[src/rtl/hamming_scrubber.sv]
// Two-stage (72,64) SECDED checker/corrector with a single-entry write-back
// request, saturating error counters and sticky error flags.
module hamming_scrubber #(
    parameter int CNT_W = 8
) (
    input  logic             clk,
    input  logic             rst,
    input  logic             in_valid,
    input  logic [63:0]      in_data,
    input  logic [7:0]       in_check,
    output logic             out_valid,
    output logic [63:0]      out_data,
    output logic             sbe,
    output logic             dbe,
    output logic             wb_valid,
    output logic [63:0]      wb_data,
    output logic [7:0]       wb_check,
    input  logic             wb_ready,
    input  logic             err_clr,
    output logic [CNT_W-1:0] sbe_count,
    output logic [CNT_W-1:0] dbe_count,
    output logic             dbe_sticky,
    output logic             wb_overrun
);

    typedef enum logic {WB_IDLE, WB_REQ} wb_state_t;

    localparam logic [CNT_W-1:0] CNT_MAX = '1;

    // Code position (1..71) of data bit k: the k-th non-power-of-two position.
    function automatic int data_pos(input int k);
        int idx;
        int pos;
        idx = 0;
        pos = 0;
        for (int p = 1; p < 72; p++) begin
            if ((p & (p - 1)) != 0) begin
                if (idx == k) pos = p;
                idx = idx + 1;
            end
        end
        return pos;
    endfunction

    function automatic logic [7:0] calc_check(input logic [63:0] d);
        logic [6:0] c;
        int         k;
        c = '0;
        k = 0;
        for (int p = 1; p < 72; p++) begin
            if ((p & (p - 1)) != 0) begin
                for (int i = 0; i < 7; i++) begin
                    if (((p >> i) & 1) != 0) c[i] = c[i] ^ d[k];
                end
                k = k + 1;
            end
        end
        return {(^d) ^ (^c), c};
    endfunction

    // Stage 1: syndrome, overall parity and raw word
    logic        v1_q;
    logic [6:0]  syn_q;
    logic        par_q;
    logic [63:0] raw_q;
    logic [7:0]  in_calc;
    logic [6:0]  syn_d;
    logic        par_d;

    assign in_calc = calc_check(in_data);
    assign syn_d   = in_calc[6:0] ^ in_check[6:0];
    assign par_d   = (^in_data) ^ (^in_check);

    always_ff @(posedge clk or posedge rst) begin
        if (rst) begin
            v1_q  <= 1'b0;
            syn_q <= '0;
            par_q <= 1'b0;
            raw_q <= '0;
        end else begin
            v1_q <= in_valid;
            if (in_valid) begin
                syn_q <= syn_d;
                par_q <= par_d;
                raw_q <= in_data;
            end
        end
    end

    // Stage 2: classification and correction
    logic [63:0] flip_mask;

    generate
        for (genvar gi = 0; gi < 64; gi++) begin : g_flip
            localparam int POS = data_pos(gi);
            assign flip_mask[gi] = (syn_q == 7'(POS));
        end
    endgenerate

    logic        sbe_d;
    logic        dbe_d;
    logic [63:0] data_d;

    // flip_mask is all-zero for syndromes that point at a check bit or at 0.
    always_comb begin
        sbe_d  = 1'b0;
        dbe_d  = 1'b0;
        data_d = raw_q;
        if (v1_q) begin
            if (par_q) begin
                if (syn_q > 7'd71) begin
                    dbe_d = 1'b1;
                end else begin
                    sbe_d  = 1'b1;
                    data_d = raw_q ^ flip_mask;
                end
            end else if (syn_q != 7'd0) begin
                dbe_d = 1'b1;
            end
        end
    end

    logic        out_valid_q;
    logic        sbe_q;
    logic        dbe_q;
    logic [63:0] out_data_q;

    always_ff @(posedge clk or posedge rst) begin
        if (rst) begin
            out_valid_q <= 1'b0;
            sbe_q       <= 1'b0;
            dbe_q       <= 1'b0;
            out_data_q  <= '0;
        end else begin
            out_valid_q <= v1_q;
            sbe_q       <= sbe_d;
            dbe_q       <= dbe_d;
            if (v1_q) out_data_q <= data_d;
        end
    end

    // Write-back request
    wb_state_t   wb_state_q;
    logic        wb_valid_q;
    logic [63:0] wb_data_q;
    logic [7:0]  wb_check_q;
    logic [7:0]  wb_check_d;

    assign wb_check_d = calc_check(out_data_q);

    always_ff @(posedge clk or posedge rst) begin
        if (rst) begin
            wb_state_q <= WB_IDLE;
            wb_valid_q <= 1'b0;
            wb_data_q  <= '0;
            wb_check_q <= '0;
        end else begin
            case (wb_state_q)
                WB_IDLE: begin
                    if (sbe_q) begin
                        wb_state_q <= WB_REQ;
                        wb_valid_q <= 1'b1;
                        wb_data_q  <= out_data_q;
                        wb_check_q <= wb_check_d;
                    end
                end
                WB_REQ: begin
                    if (wb_ready) begin
                        wb_state_q <= WB_IDLE;
                        wb_valid_q <= 1'b0;
                    end
                end
                default: begin
                    wb_state_q <= WB_IDLE;
                    wb_valid_q <= 1'b0;
                end
            endcase
        end
    end

    // Counters and sticky flags; a same-cycle event wins over err_clr.
    logic [CNT_W-1:0] sbe_cnt_q, sbe_cnt_d;
    logic [CNT_W-1:0] dbe_cnt_q, dbe_cnt_d;
    logic             dbe_sticky_q, dbe_sticky_d;
    logic             ovr_q, ovr_d;
    logic             ovr_evt;

    assign ovr_evt = (wb_state_q == WB_REQ) && sbe_q;

    always_comb begin
        sbe_cnt_d = sbe_cnt_q;
        dbe_cnt_d = dbe_cnt_q;
        if (err_clr) begin
            sbe_cnt_d = sbe_q ? CNT_W'(1) : '0;
            dbe_cnt_d = dbe_q ? CNT_W'(1) : '0;
        end else begin
            if (sbe_q && sbe_cnt_q != CNT_MAX) sbe_cnt_d = sbe_cnt_q + CNT_W'(1);
            if (dbe_q && dbe_cnt_q != CNT_MAX) dbe_cnt_d = dbe_cnt_q + CNT_W'(1);
        end
        dbe_sticky_d = dbe_q | (dbe_sticky_q & ~err_clr);
        ovr_d        = ovr_evt | (ovr_q & ~err_clr);
    end

    always_ff @(posedge clk or posedge rst) begin
        if (rst) begin
            sbe_cnt_q    <= '0;
            dbe_cnt_q    <= '0;
            dbe_sticky_q <= 1'b0;
            ovr_q        <= 1'b0;
        end else begin
            sbe_cnt_q    <= sbe_cnt_d;
            dbe_cnt_q    <= dbe_cnt_d;
            dbe_sticky_q <= dbe_sticky_d;
            ovr_q        <= ovr_d;
        end
    end

    assign out_valid  = out_valid_q;
    assign out_data   = out_data_q;
    assign sbe        = sbe_q;
    assign dbe        = dbe_q;
    assign wb_valid   = wb_valid_q;
    assign wb_data    = wb_data_q;
    assign wb_check   = wb_check_q;
    assign sbe_count  = sbe_cnt_q;
    assign dbe_count  = dbe_cnt_q;
    assign dbe_sticky = dbe_sticky_q;
    assign wb_overrun = ovr_q;

endmodule

[config.mk]
export PLATFORM = sky130hd
export DESIGN_NAME = hamming_scrubber
export DESIGN_NICKNAME = d
export VERILOG_FILES = /design/src/rtl/hamming_scrubber.sv
export SDC_FILE = /design/constraint.sdc
export NUM_CORES = 1
export LEC_CHECK = 0
export CORE_MARGIN = 8
export CORE_UTILIZATION = 55
export CTS_BUF_LIST = sky130_fd_sc_hd__clkbuf_4 sky130_fd_sc_hd__clkbuf_8
export CTS_CLUSTER_DIAMETER = 200
export DETAILED_ROUTE_END_ITERATION = 8
export PLACE_DENSITY_LB_ADDON = 0.05
export SYNTH_ARGS = -nofsm -noshare
export SYNTH_HDL_FRONTEND = slang
export SYNTH_SLANG_ARGS = --single-unit
[constraint.sdc]
create_clock -name clk -period 15.42 [get_ports clk]
set_input_delay 1.542 -clock clk [delete_from_list [all_inputs] [get_ports clk]]
set_output_delay 1.542 -clock clk [all_outputs]
set_load 0.05 [all_outputs]
==> results of run 1 <==
[area by class of cell]
class,instances,share of cell area
well taps,280,0.0224
multi-input cells,788,0.401
inverters,4,0.00144
flip-flops and latches,232,0.371
repair buffers,238,0.151
clock inverters,4,0.00160
clock buffers,67,0.0509
[stage by stage]
step / power (uW) / hold WS, ps
floorplan: 2240 / 406
global placement: 2710 / 461
detailed placement: 2730 / 470
CTS: 3320 / 476
global route: 3440 / 510
finish: 3290 / 475
[sequential cells by signal, summed over array words and instances (netlist names)]
name        count
wb_valid        1
sbe             1
v1_q            1
syn_q           7
dbe_sticky      1
wb_check        8
wb_overrun      1
out_data       64
wb_state_q      1
raw_q          64
par_q           1
wb_data        64
dbe             1
dbe_count       8
sbe_count       8
out_valid       1
[Yosys cell counts]
cell type  count  area (um2)
and3b_1        2        17.5
a21oi_1       76         380
o21ai_0       15        75.1
and2_0         1        6.26
a21o_1         1        7.51
xor2_1        74         648
xor2_2         1        16.3
nand4_1       13        81.3
xor3_1         1        23.8
buf_1          5        18.8
inv_1          4        15.0
xnor2_1      225        1970
nor3b_1        1        7.51
xnor3_2        1        23.8
o21a_1         1        7.51
or3b_2         1        8.76
or2_2          2        12.5
or3_1          2        12.5
o31ai_1        1        7.51
xnor3_1       20         450
clkbuf_1      39         146
xnor3_4        4         105
xnor2_2        3        48.8
a31o_2         1        8.76
nand2_1       45         169
nand2b_1       3        18.8
and4b_1        1        10.0
nor2_1       131         492
ha_1           2        25.0
buf_4          1        7.51
and2_1         3        18.8
nand3_1       12        60.1
a22o_1         1        8.76
and3_1         4        25.0
o22ai_1        1        6.26
dfrtp_1      232        5810
o21ai_1        1        5.00
nor3_1         3        15.0
nor2b_1        4        25.0
mux2_2       129        1450
nand3b_1       2        15.0
[how the worst max path moves through the flow]
stage | slack, ps | start | cells after the start | endpoint
2_1_floorplan | 7520 | rst | 1 | dbe
3_3_place_gp | 11620 | in_data[40] | 8 | par_q
3_5_place_dp | 11530 | in_data[46] | 8 | par_q
4_1_cts | 11840 | out_data[56] | 1 | out_data[56]
5_1_grt | 11820 | out_data[56] | 1 | out_data[56]
6_report | 11880 | out_data[56] | 1 | out_data[56]
[per-layer routing]
layer,vias up,part of all wire,global-route usage
met1,4172,0.45,0.340
met2,278,0.47,0.395
met4,0,0.020,0.0641
li1,4024,-,-
met3,44,0.063,0.0466
met5,-,0,0
[power by group]
group	switching (uW)	internal [uW]
Sequential	152	765
Clock	246	325
Combinational	957	847
[cell families (layout without fill, tap and decap cells)]
logic type                 count (synthesis)  count (layout)  share of synthesized area
xor gates and xnor gates                 329             329                      0.268
DFF                                      232             232                      0.474
and+or+nand+nor                          230             230                     0.0811
muxes                                    129             129                      0.118
AOI/OAI and AO/OA                         98              98                     0.0413
buffers and inverters                     49             313                     0.0153
adders and majority gates                  2               2                    0.00204
==> impl_metrics.toml, run 1 <==
[detailed_routing]
drt-initial-drc-count = 632
vias = 8518
avgRoutedWirePerCell_um = 20.9
wl_um = 33800
ant_nets = 0
vias_per_cell = 5.28
drcViolationCount = 0
first_pass_iters = 5

[clocking]
cts-hold-fix-buffers = 0
cts_resized = 0
cts_tree = "yes"
clockBufferDepth = 3
htree_num_levels = 2
clk_pin_slew_worst_paths_ps = 50
cts_buffers = 41
cts_root_buf = "clkbuf_8"
clock-sinks = 232
insertion_delay_ps = 540
postCtsSetupBuffers = 0

[sta]
setup_ws_ps = 11880
setup_viol = 0
fin_crit_ps = 3540
max_freq_mhz = 283
worstMarginPinSlew_ps = 1010
grt_setup_unrepaired = "no"
finalSetupTns_ps = 0
drv_slew = 0
relSlewSlack = 0.324
fin_crit_sh = 0.229
hold_violations = 0
skew_ps = 24.9

[setup_path]
critPathRequiredTime_ps = 13880
r2r.worst_path.cells = 7
slowest_delay_ps = 890
worst_ep_arrival_time_ps = 2000
r2r_setup_slack_ps = 12580
r2r_end = "wb_check[7]"
slowest_stage = "clkdlybuf4s50_1"
critPathKind = "reg2out"
crit_path_max_fanout = 6
worstPathCellList = "clkdlybuf4s50_1"
crit_buf_inv = 1
startpoint_type = "flop"
cpLargestDelayFamily = "buffers and inverters"
end_kind = "output port"
reg2reg_from = "out_data[56]"

[cells_and_area]
final_common_cell = "clkdlybuf4s50_1"
diodes = 0
syn_to_final_growth_pct = 27.6
multi_input_area_mm2 = 0.00627
mostFrequentLayoutCells = "clkdlybuf4s50_1, dfrtp_1, xnor2_1"
n_fill_cell = 1703
drive_above_1_share = 0.166
final_util = 0.717
nNetsFinal = 1384
area.sequential_mm2 = 0.00581
final_area_mm2 = 0.0156
final_cells = 1613

[die]
coreArea_mm2 = 0.0218
start_util = 0.562
core.rowCount = 54
die_h_um = 165
io-pin-count = 235
dieWidth_um = 165
die-area_mm2 = 0.0273

[placement]
gp_congestion = 0.869
post-place-ws_ps = 11530
dp_hpwl_um = 25900
port-buffer-count = 234
placed_area_mm2 = 0.0148
dp.cells = 1542

[hold_path]
min_to = "wb_valid"
holdPathStages = 1
hp-class = "reg2reg"
hp-start = "wb_state_q"

[job]
maxCapViolations = 0

[global_routing]
grt_usage = 0.247
grt_pass1_wl_um = 51100
grt_pass1_vias = 8606
gr-total-overflow = 0
grt_max_degree = 111
antenna_found_initial = 0

[logic_synthesis]
yosysSeqAreaShare = 0.474
synth_seq_cells = 232
synth_warnings = 0
synth_area_per_cell_um2 = 11.5
syn_inst = 1069
syn_nets = 1148
ys_types = 41
syn_area_mm2 = 0.0123

[pwr]
powerDensity_mw_per_mm2 = 210
p_leak_uw = 0.00626
vdd_drop_max_uv = 277

[status]
status = "completed"
No activity file was read; power rests on OpenSTA's default activity.
==> run 2: changes to the inputs <==
--- a/config.mk
+++ b/config.mk
@@ -6,7 +6,7 @@
 export NUM_CORES = 1
 export LEC_CHECK = 0
 export CORE_MARGIN = 8
-export CORE_UTILIZATION = 55
+export CORE_UTILIZATION = 49
 export CTS_BUF_LIST = sky130_fd_sc_hd__clkbuf_4 sky130_fd_sc_hd__clkbuf_8
 export CTS_CLUSTER_DIAMETER = 200
 export DETAILED_ROUTE_END_ITERATION = 8
==> constraint.sdc (replaced) <==
create_clock -name clk -period 2.95 [get_ports clk]
set_input_delay 0.295 -clock clk [delete_from_list [all_inputs] [get_ports clk]]
set_output_delay 0.295 -clock clk [all_outputs]
set_load 0.05 [all_outputs]
==> impl_metrics.toml, run 2 (same netlist as run 1, synthesis figures left out) <==
[pwr]
power.total_uw = 17600
p_leak_uw = 0.00649
vdd_drop_max_uv = 893
powerDensity_mw_per_mm2 = 1090

[clocking]
insertion_delay_ps = 540
htree_num_levels = 2
cts_tree = "yes"
clockBufferDepth = 3
cts_resized = 0
postCtsSetupBuffers = 0
cts-hold-fix-buffers = 0
cts_buffers = 43
clock-sinks = 232
clk_pin_slew_worst_paths_ps = 60
cts_root_buf = "clkbuf_8"

[detailed_routing]
wl_um = 35300
vias_per_cell = 5.03
first_pass_iters = 4
drt-initial-drc-count = 529
ant_nets = 0
avgRoutedWirePerCell_um = 20.8
vias = 8546
drcViolationCount = 0

[die]
start_util = 0.493
dieWidth_um = 174
die_h_um = 174
coreArea_mm2 = 0.0249
io-pin-count = 235
die-area_mm2 = 0.0303
core.rowCount = 58

[cells_and_area]
drive_above_1_share = 0.187
nNetsFinal = 1416
final_area_mm2 = 0.0161
syn_to_final_growth_pct = 31.4
mostFrequentLayoutCells = "clkdlybuf4s50_1, dfrtp_1, xnor2_1"
area.sequential_mm2 = 0.00581
multi_input_area_mm2 = 0.00627
final_cells = 1698
final_common_cell = "clkdlybuf4s50_1"
diodes = 0
final_util = 0.647
n_fill_cell = 2026

[placement]
port-buffer-count = 234
dp_hpwl_um = 27400
gp_congestion = 0.864
placed_area_mm2 = 0.0152
dp.cells = 1622

[setup_path]
critPathRequiredTime_ps = 3390
end_kind = "flop"
startpoint_type = "flop"
r2r_setup_slack_ps = 330
critPathKind = "reg2reg"
worst_ep_arrival_time_ps = 3060
crit_path_max_fanout = 5

[global_routing]
grt_usage = 0.233
gr-total-overflow = 0
antenna_found_initial = 0
grt_pass1_wl_um = 54800
grt_max_degree = 85
grt_pass1_vias = 9146

[job]
maxCapViolations = 0

[hold_path]
hp-class = "in2async"

[sta]
skew_ps = 20.1
drv_slew = 0
hold_violations = 0
whs_ps = 70.5
setup_viol = 0
fin_crit_sh = 0.887
fin_crit_ps = 2620
worstMarginPinSlew_ps = 1030
max_freq_mhz = 382
relSlewSlack = 0.312
grt_setup_unrepaired = "no"

[status]
status = "completed"
[run 2: changes by cell type in the layout (fill, tap and decap cells not counted), sizes merged]
cell,change
buf,+30
clkinvlp,-1
bufinv,+1
inv,-1
clkbuf,+4
clkinv,+2
[run 2: path summary, 6_finish.rpt]
check                             startpoint          end  cells after the start
worst min register to register   wb_check[6]  wb_check[6]                      2
worst min-delay path                     rst  wb_data[54]                      2
worst max-delay path            out_data[40]  wb_check[7]                      6
max in group asynchronous                rst         v1_q                      3
min in group clk                    in_valid         v1_q                      2
worst max register to register  out_data[40]  wb_check[7]                      6
[run 2: worst max-delay path, stage by stage (launching register included)]
cell     delay (ps)
dfrtp_1         510
xor2_1          350
xnor3_4         580
xnor3_1         460
xnor2_2         170
xnor3_1         330
o21ai_1         120
[run 2: routing by layer]
| layer | global-route usage | vias to the layer above | routed length [um] |
|---|---|---|---|
| li1 | - | 4101 | - |
| met3 | 0.0471 | 54 | 1770 |
| met5 | 0 | - | 0 |
| met2 | 0.382 | 235 | 17000 |
| met4 | 0.0770 | 0 | 903 |
| met1 | 0.305 | 4156 | 15700 |
[run 2: cell type report]
class / instances / share of cell area
Tap cell: 330 / 0.0256
Sequential cell: 232 / 0.361
Clock buffer: 71 / 0.0552
Multi-Input combinational cell: 788 / 0.389
Clock inverter: 5 / 0.00311
Inverter: 4 / 0.00117
Timing Repair Buffer: 268 / 0.165
[run 2: report_power, final]
part | leakage (uW) | switching (uW) | internal (uW) | total [uW]
registers | 0.00270 | 732 | 4000 | 4730
clock network | 0.000504 | 1340 | 1980 | 3320
logic | 0.00328 | 5090 | 4500 | 9580
[run 2: metrics by stage]
stage / TNS [ps] / worst slack (ps)
finish: 0 / 333
global route: 0 / 208
CTS: 0 / 312
detailed placement: 0 / 216
global placement: 0 / 189
floorplan: -88380 / -381
==> run 3: changes to the inputs <==
--- a/config.mk
+++ b/config.mk
@@ -10,7 +10,8 @@
 export CTS_BUF_LIST = sky130_fd_sc_hd__clkbuf_4 sky130_fd_sc_hd__clkbuf_8
 export CTS_CLUSTER_DIAMETER = 200
 export DETAILED_ROUTE_END_ITERATION = 8
-export PLACE_DENSITY_LB_ADDON = 0.05
+export PLACE_DENSITY = 0.79
 export SYNTH_ARGS = -nofsm -noshare
 export SYNTH_HDL_FRONTEND = slang
 export SYNTH_SLANG_ARGS = --single-unit
+export TNS_END_PERCENT = 100
==> impl_metrics.toml, run 3 (same netlist as run 1, synthesis figures left out) <==
[status]
status = "completed"

[detailed_routing]
vias = 8820
ant_nets = 0
vias_per_cell = 5.19
wl_um = 35700
first_pass_iters = 5
avgRoutedWirePerCell_um = 21.0
drcViolationCount = 0
drt-initial-drc-count = 682

[clocking]
clk_pin_slew_worst_paths_ps = 60
clock-sinks = 232
htree_num_levels = 2
postCtsSetupBuffers = 0
cts_tree = "yes"
cts_resized = 0
insertion_delay_ps = 560
clockBufferDepth = 3
cts-hold-fix-buffers = 0
cts_root_buf = "clkbuf_8"
cts_buffers = 41

[job]
maxCapViolations = 0

[setup_path]
startpoint_type = "flop"
crit_top_cell = "xnor3_1"
crit_buf_inv = 0
slowest_stage = "xnor3_4"
critPathRequiredTime_ps = 3400
slowest_delay_ps = 580
worstPathCellList = "xor2_1 -> xnor3_4 -> xnor3_1 -> xnor2_2 -> xnor3_1 -> o21ai_1"
critPathKind = "reg2reg"
cpLargestDelayFamily = "XOR/XNOR gates"
crit_path_max_fanout = 5
end_kind = "flop"
worst_ep_arrival_time_ps = 3150

[die]
core.rowCount = 58
io-pin-count = 235
dieWidth_um = 174
die_h_um = 174
coreArea_mm2 = 0.0249
start_util = 0.493
die-area_mm2 = 0.0303

[pwr]
power_frac_comb = 0.545
powerDensity_mw_per_mm2 = 1100
seqPwrFrac = 0.268
p_leak_uw = 0.00647
vdd_drop_max_uv = 1100
p_sw_uw = 7240
clockPowerShare = 0.187
intPower_uw = 10400
p_sw_frac = 0.409

[sta]
worstMarginPinSlew_ps = 1060
relSlewSlack = 0.293
skew_ps = 27.7
fin_crit_ps = 2690
setup_viol = 0
max_freq_mhz = 371
grt_setup_unrepaired = "no"
finalSetupTns_ps = 0
setup_ws_ps = 255
whs_ps = 118
fin_crit_sh = 0.914
drv_slew = 0
hold_violations = 0

[placement]
dp_hpwl_um = 27400
post-place-ws_ps = 256
gp_congestion = 0.915
port-buffer-count = 234

[cells_and_area]
diodes = 0
area.sequential_mm2 = 0.00581
syn_to_final_growth_pct = 31.2
drive_above_1_share = 0.187
n_fill_cell = 1953
nNetsFinal = 1415
multi_input_area_mm2 = 0.00627
final_common_cell = "clkdlybuf4s50_1"
mostFrequentLayoutCells = "clkdlybuf4s50_1, dfrtp_1, xnor2_1"

[global_routing]
grt_usage = 0.233
use_met3 = 0.0477
grt_pass1_wl_um = 55000
grt.met2_usage = 0.387
grt_pass1_vias = 9244
grt_max_degree = 82
top_usage_layer = "met2"
met1_usage = 0.304
antenna_found_initial = 0
gr-total-overflow = 0

[hold_path]
hp-class = "in2async"
## run 3: cell count changes in the layout (fill, tap and decap cells not counted)
cell	before	now
clkbuf_4	14	12
buf_12	5	3
clkinvlp_4	1	2
buf_4	29	32
## run 3: per-layer routing
layer | part of all wire | wire length [um]
met1 | 0.43 | 15400
met3 | 0.056 | 1990
met2 | 0.49 | 17500
met5 | 0 | 0
met4 | 0.022 | 769
## run 3: power by group through the flow
stage          logic (uW)  clock network [uW]  registers, uW
2_1_floorplan        4880                   0           6850
3_3_place_gp         9530                   0           4740
3_5_place_dp         9640                   0           4780
4_1_cts              9680                3370           4730
5_1_grt             10100                3500           4850
6_report             9630                3300           4750
## run 3: worst register-to-register path: stages (launching register included)
cell and delay [ps]:
dfrtp_1 570, xor2_1 390, xnor3_4 580, xnor3_1 440, xnor2_2 160, xnor3_1 330, o21ai_1 120
## run 3: path summary, 6_finish.rpt
kind	to	from	slack, ps	depth (start not counted)
max in group asynchronous	wb_data[43]	rst	2010	3
hold / removal	wb_data[53]	rst	120	2
setup / recovery	wb_check[7]	out_data[40]	260	6
min in group clk	v1_q	in_valid	230	2
setup reg to reg	wb_check[7]	out_data[40]	260	6
hold reg to reg	wb_valid	wb_state_q	490	1
## run 3: area by class of cell
cell class	instances	share of cell area
Clock buffer	69	0.0544
Clock inverter	6	0.00358
Inverter	4	0.00117
Multi-Input combinational cell	788	0.390
Sequential cell	232	0.361
Tap cell	330	0.0257
Timing Repair Buffer	269	0.164
## run 3: metrics by stage
stage	total power (uW)	std cells	instance area [um2]	util
global route	18500	1698	16100	0.646
detailed placement	14400	1623	15200	0.609
global placement	14300	1623	15200	0.609
finish	17700	1698	16100	0.646
CTS	17800	1698	16100	0.646
floorplan	11700	1069	12300	-
==> edit (settings of run 2) <==
Change the parameter `CNT_W` from 8 to 7.
--- a/src/rtl/hamming_scrubber.sv
+++ b/src/rtl/hamming_scrubber.sv
@@ -1,7 +1,7 @@
 // Two-stage (72,64) SECDED checker/corrector with a single-entry write-back
 // request, saturating error counters and sticky error flags.
 module hamming_scrubber #(
-    parameter int CNT_W = 8
+    parameter int CNT_W = 7
 ) (
     input  logic             clk,
     input  logic             rst,
Interface: changed (resized dbe_count and sbe_count); port bits go from 235 to 233. No check against the original RTL was run, so the function may have changed too.
==> edit against run 2 <==
  * Cell area fell by 1.5%
  * Setup slack worse by 0.19 ns
  * First-iteration DRC count rose by 16%
  * Sequential cell count decreased by 2
  * Total power shrank 2.9%
  * Final cell count shrank 1.6%
  * Clock power shrank 7.2%
  * Synthesized area is 1.2% lower
  * Routed wire length fell by 2.5%
==> edit: results (changes against run 2) <==
- Share of layout cells above drive strength 1: 0.185 (was 0.187)
- Syn_nets: 1,128 (was 1,148)
- Post-synthesis cell count: 1,049 (was 1,069)
- Placed Area: 15,000 um^2 (was 15,200 um^2)
- Worst-path maximum fanout: 4 (was 5)
- Leakage power: 6.38 nW (was 6.49 nW)
- Most used DFF post-synth: dfrtp_1 (unchanged)
- Synth cell count leaders: dfrtp_1 (230), xnor2_1 (225), mux2_2 (131), nor2_1 (121), a21oi_1 (77) (was dfrtp_1 (232), xnor2_1 (225), nor2_1 (131), mux2_2 (129), a21oi_1 (76))
- Area of the multi-input gates: 6190 um^2 (was 6270 um^2)
- IO Port Bufs: 232 (was 234)
- Post-DP HPWL: 27.1 mm (was 27.4 mm)
- Status: completed (unchanged)
- Asr flop ratio synth: 1.00 (unchanged)
- First-pass GRT wire length: 53.9 mm (was 54.8 mm)
- Vias per cell: 5.10 (was 5.03)
- Post-Layout Cell Count: 1,670 (was 1,698)
- HP Class: in -> async (unchanged)
- Top post-synthesis cells by area: dfrtp_1 (48%), xnor2_1 (16%), mux2_2 (12%), xor2_1 (4.8%), xnor3_1 (4.1%) (was dfrtp_1 (47%), xnor2_1 (16%), mux2_2 (12%), xor2_1 (5.3%), nor2_1 (4.0%))
- PostCTS Resize Cnt: 0 (unchanged)
- Worst-Skew Late Latency: 0.54 ns (about the same)
- TritonCTS Buffers: 42 (was 43)
- Largest net degree at the start of global routing: 103 (was 85)
- Cell variety after synth: 36 (was 41)
- DRT Wirelength: 34.5 mm (was 35.3 mm)
- Layout fillers: 1,955 (was 2,026)
- Gr usage total: 0.230 (was 0.233)
- Initial antenna violation count: 0 (unchanged)
- Register area share after synthesis: 0.475 (was 0.474)
- Vias in the first global route: 8,922 (was 9,146)
- Nets: 1,399 (was 1,416)
- Drt initial violations: 613 (was 529)
- CP Data Arrival Time: 3.18 ns (was 3.06 ns)
- Pre-CTS setup slack: 0.0717 ns (was 0.216 ns)
- Final Wtd Congestion: 0.878 (was 0.864)
- Slew headroom: 0.346 (was 0.312)
- Slowest stage delay, CP: 0.49 ns (was 0.58 ns)
- CP max-delay cell: xnor3_1 (was xnor3_4)
- Placed cells: 1,600 (was 1,622)
- DRT Pass-1 Iters: 5 (was 4)
- Max VDD drop: 0.815 mV (was 0.893 mV)
- Max Clock Skew: 0.0255 ns (was 0.0201 ns)
- CP delay by family, top: XOR/XNOR gates (unchanged)
- Clock Tree Buf Depth: 3 (unchanged)
## edit: cell types whose count changed in the layout (fill, tap and decap cells not counted), sizes merged, moves of 3 or more
cell / run 2 / this run
xnor2: 228 / 225
nor2: 131 / 121
nand3: 12 / 17
xnor3: 25 / 29
nand4: 13 / 4
nand2: 45 / 48
xor2: 75 / 67
clkbuf: 71 / 62
nor3: 3 / 7
## edit: layout make-up
cell class	count	area share
Clock inverter	8	0.00426
Multi-Input combinational cell	774	0.390
Timing Repair Buffer	268	0.166
Clock buffer	62	0.0498
Sequential cell	230	0.363
Inverter	4	0.00118
Tap cell	324	0.0255
## edit: worst paths after layout
check	start	to	slack (ns)	cells after the start
max in group asynchronous	rst	raw_q[8]$_DFFE_PP0P_	2.16	3
min reg2reg	wb_check[5]$_DFFE_PP0P_	wb_check[5]$_DFFE_PP0P_	0.48	2
min in group clk	in_valid	raw_q[28]$_DFFE_PP0P_	0.33	2
max	out_data[43]$_DFFE_PP0P_	wb_check[7]$_DFFE_PP0P_	0.14	7
min	rst	wb_data[45]$_DFFE_PP0P_	0.28	3
max reg2reg	out_data[43]$_DFFE_PP0P_	wb_check[7]$_DFFE_PP0P_	0.14	7
## edit: routing by layer
layer  vias to the layer above  GRT usage  part of all wire  routed length [um]
met4                         0     0.0755             0.028                 959
met5                         -          0                 0                   0
li1                       4047          -                 -                   -
met2                       272      0.364              0.46               15900
met1                      4136      0.311              0.45               15600
met3                        56     0.0484             0.056                1940
## edit: worst min-delay path, stage by stage
cell	delay [ns]
clkdlybuf4s50_1	0.44
clkinvlp_4	0.14
buf_12	0.38
## edit: stage by stage
| stage | power [W] | hold WS (ns) | setup TNS, ns |
|---|---|---|---|
| final | 0.0171 | 0.276 | 0 |
| after detailed placement | 0.0142 | 0.470 | 0 |
| after global placement | 0.0140 | 0.463 | 0 |
| after CTS | 0.0173 | 0.309 | 0 |
| after floorplan | 0.0115 | 0.326 | -81.18 |
| after global routing | 0.0180 | 0.336 | 0 |
## edit: power breakdown
group          leakage, nW  internal (W)  switching [W]
Combinational         3.25       0.00426        0.00510
Sequential            2.67       0.00398       0.000719
Clock                0.458       0.00179        0.00129
## edit: logic make-up after synthesis
family          after synthesis  synth area share
xor+xnor                    321             0.266
buf+inv                      45            0.0139
mux                         133             0.123
compound gates               97            0.0413
fa+ha+maj                     2           0.00207
flops                       230             0.475
simple gates                221            0.0775
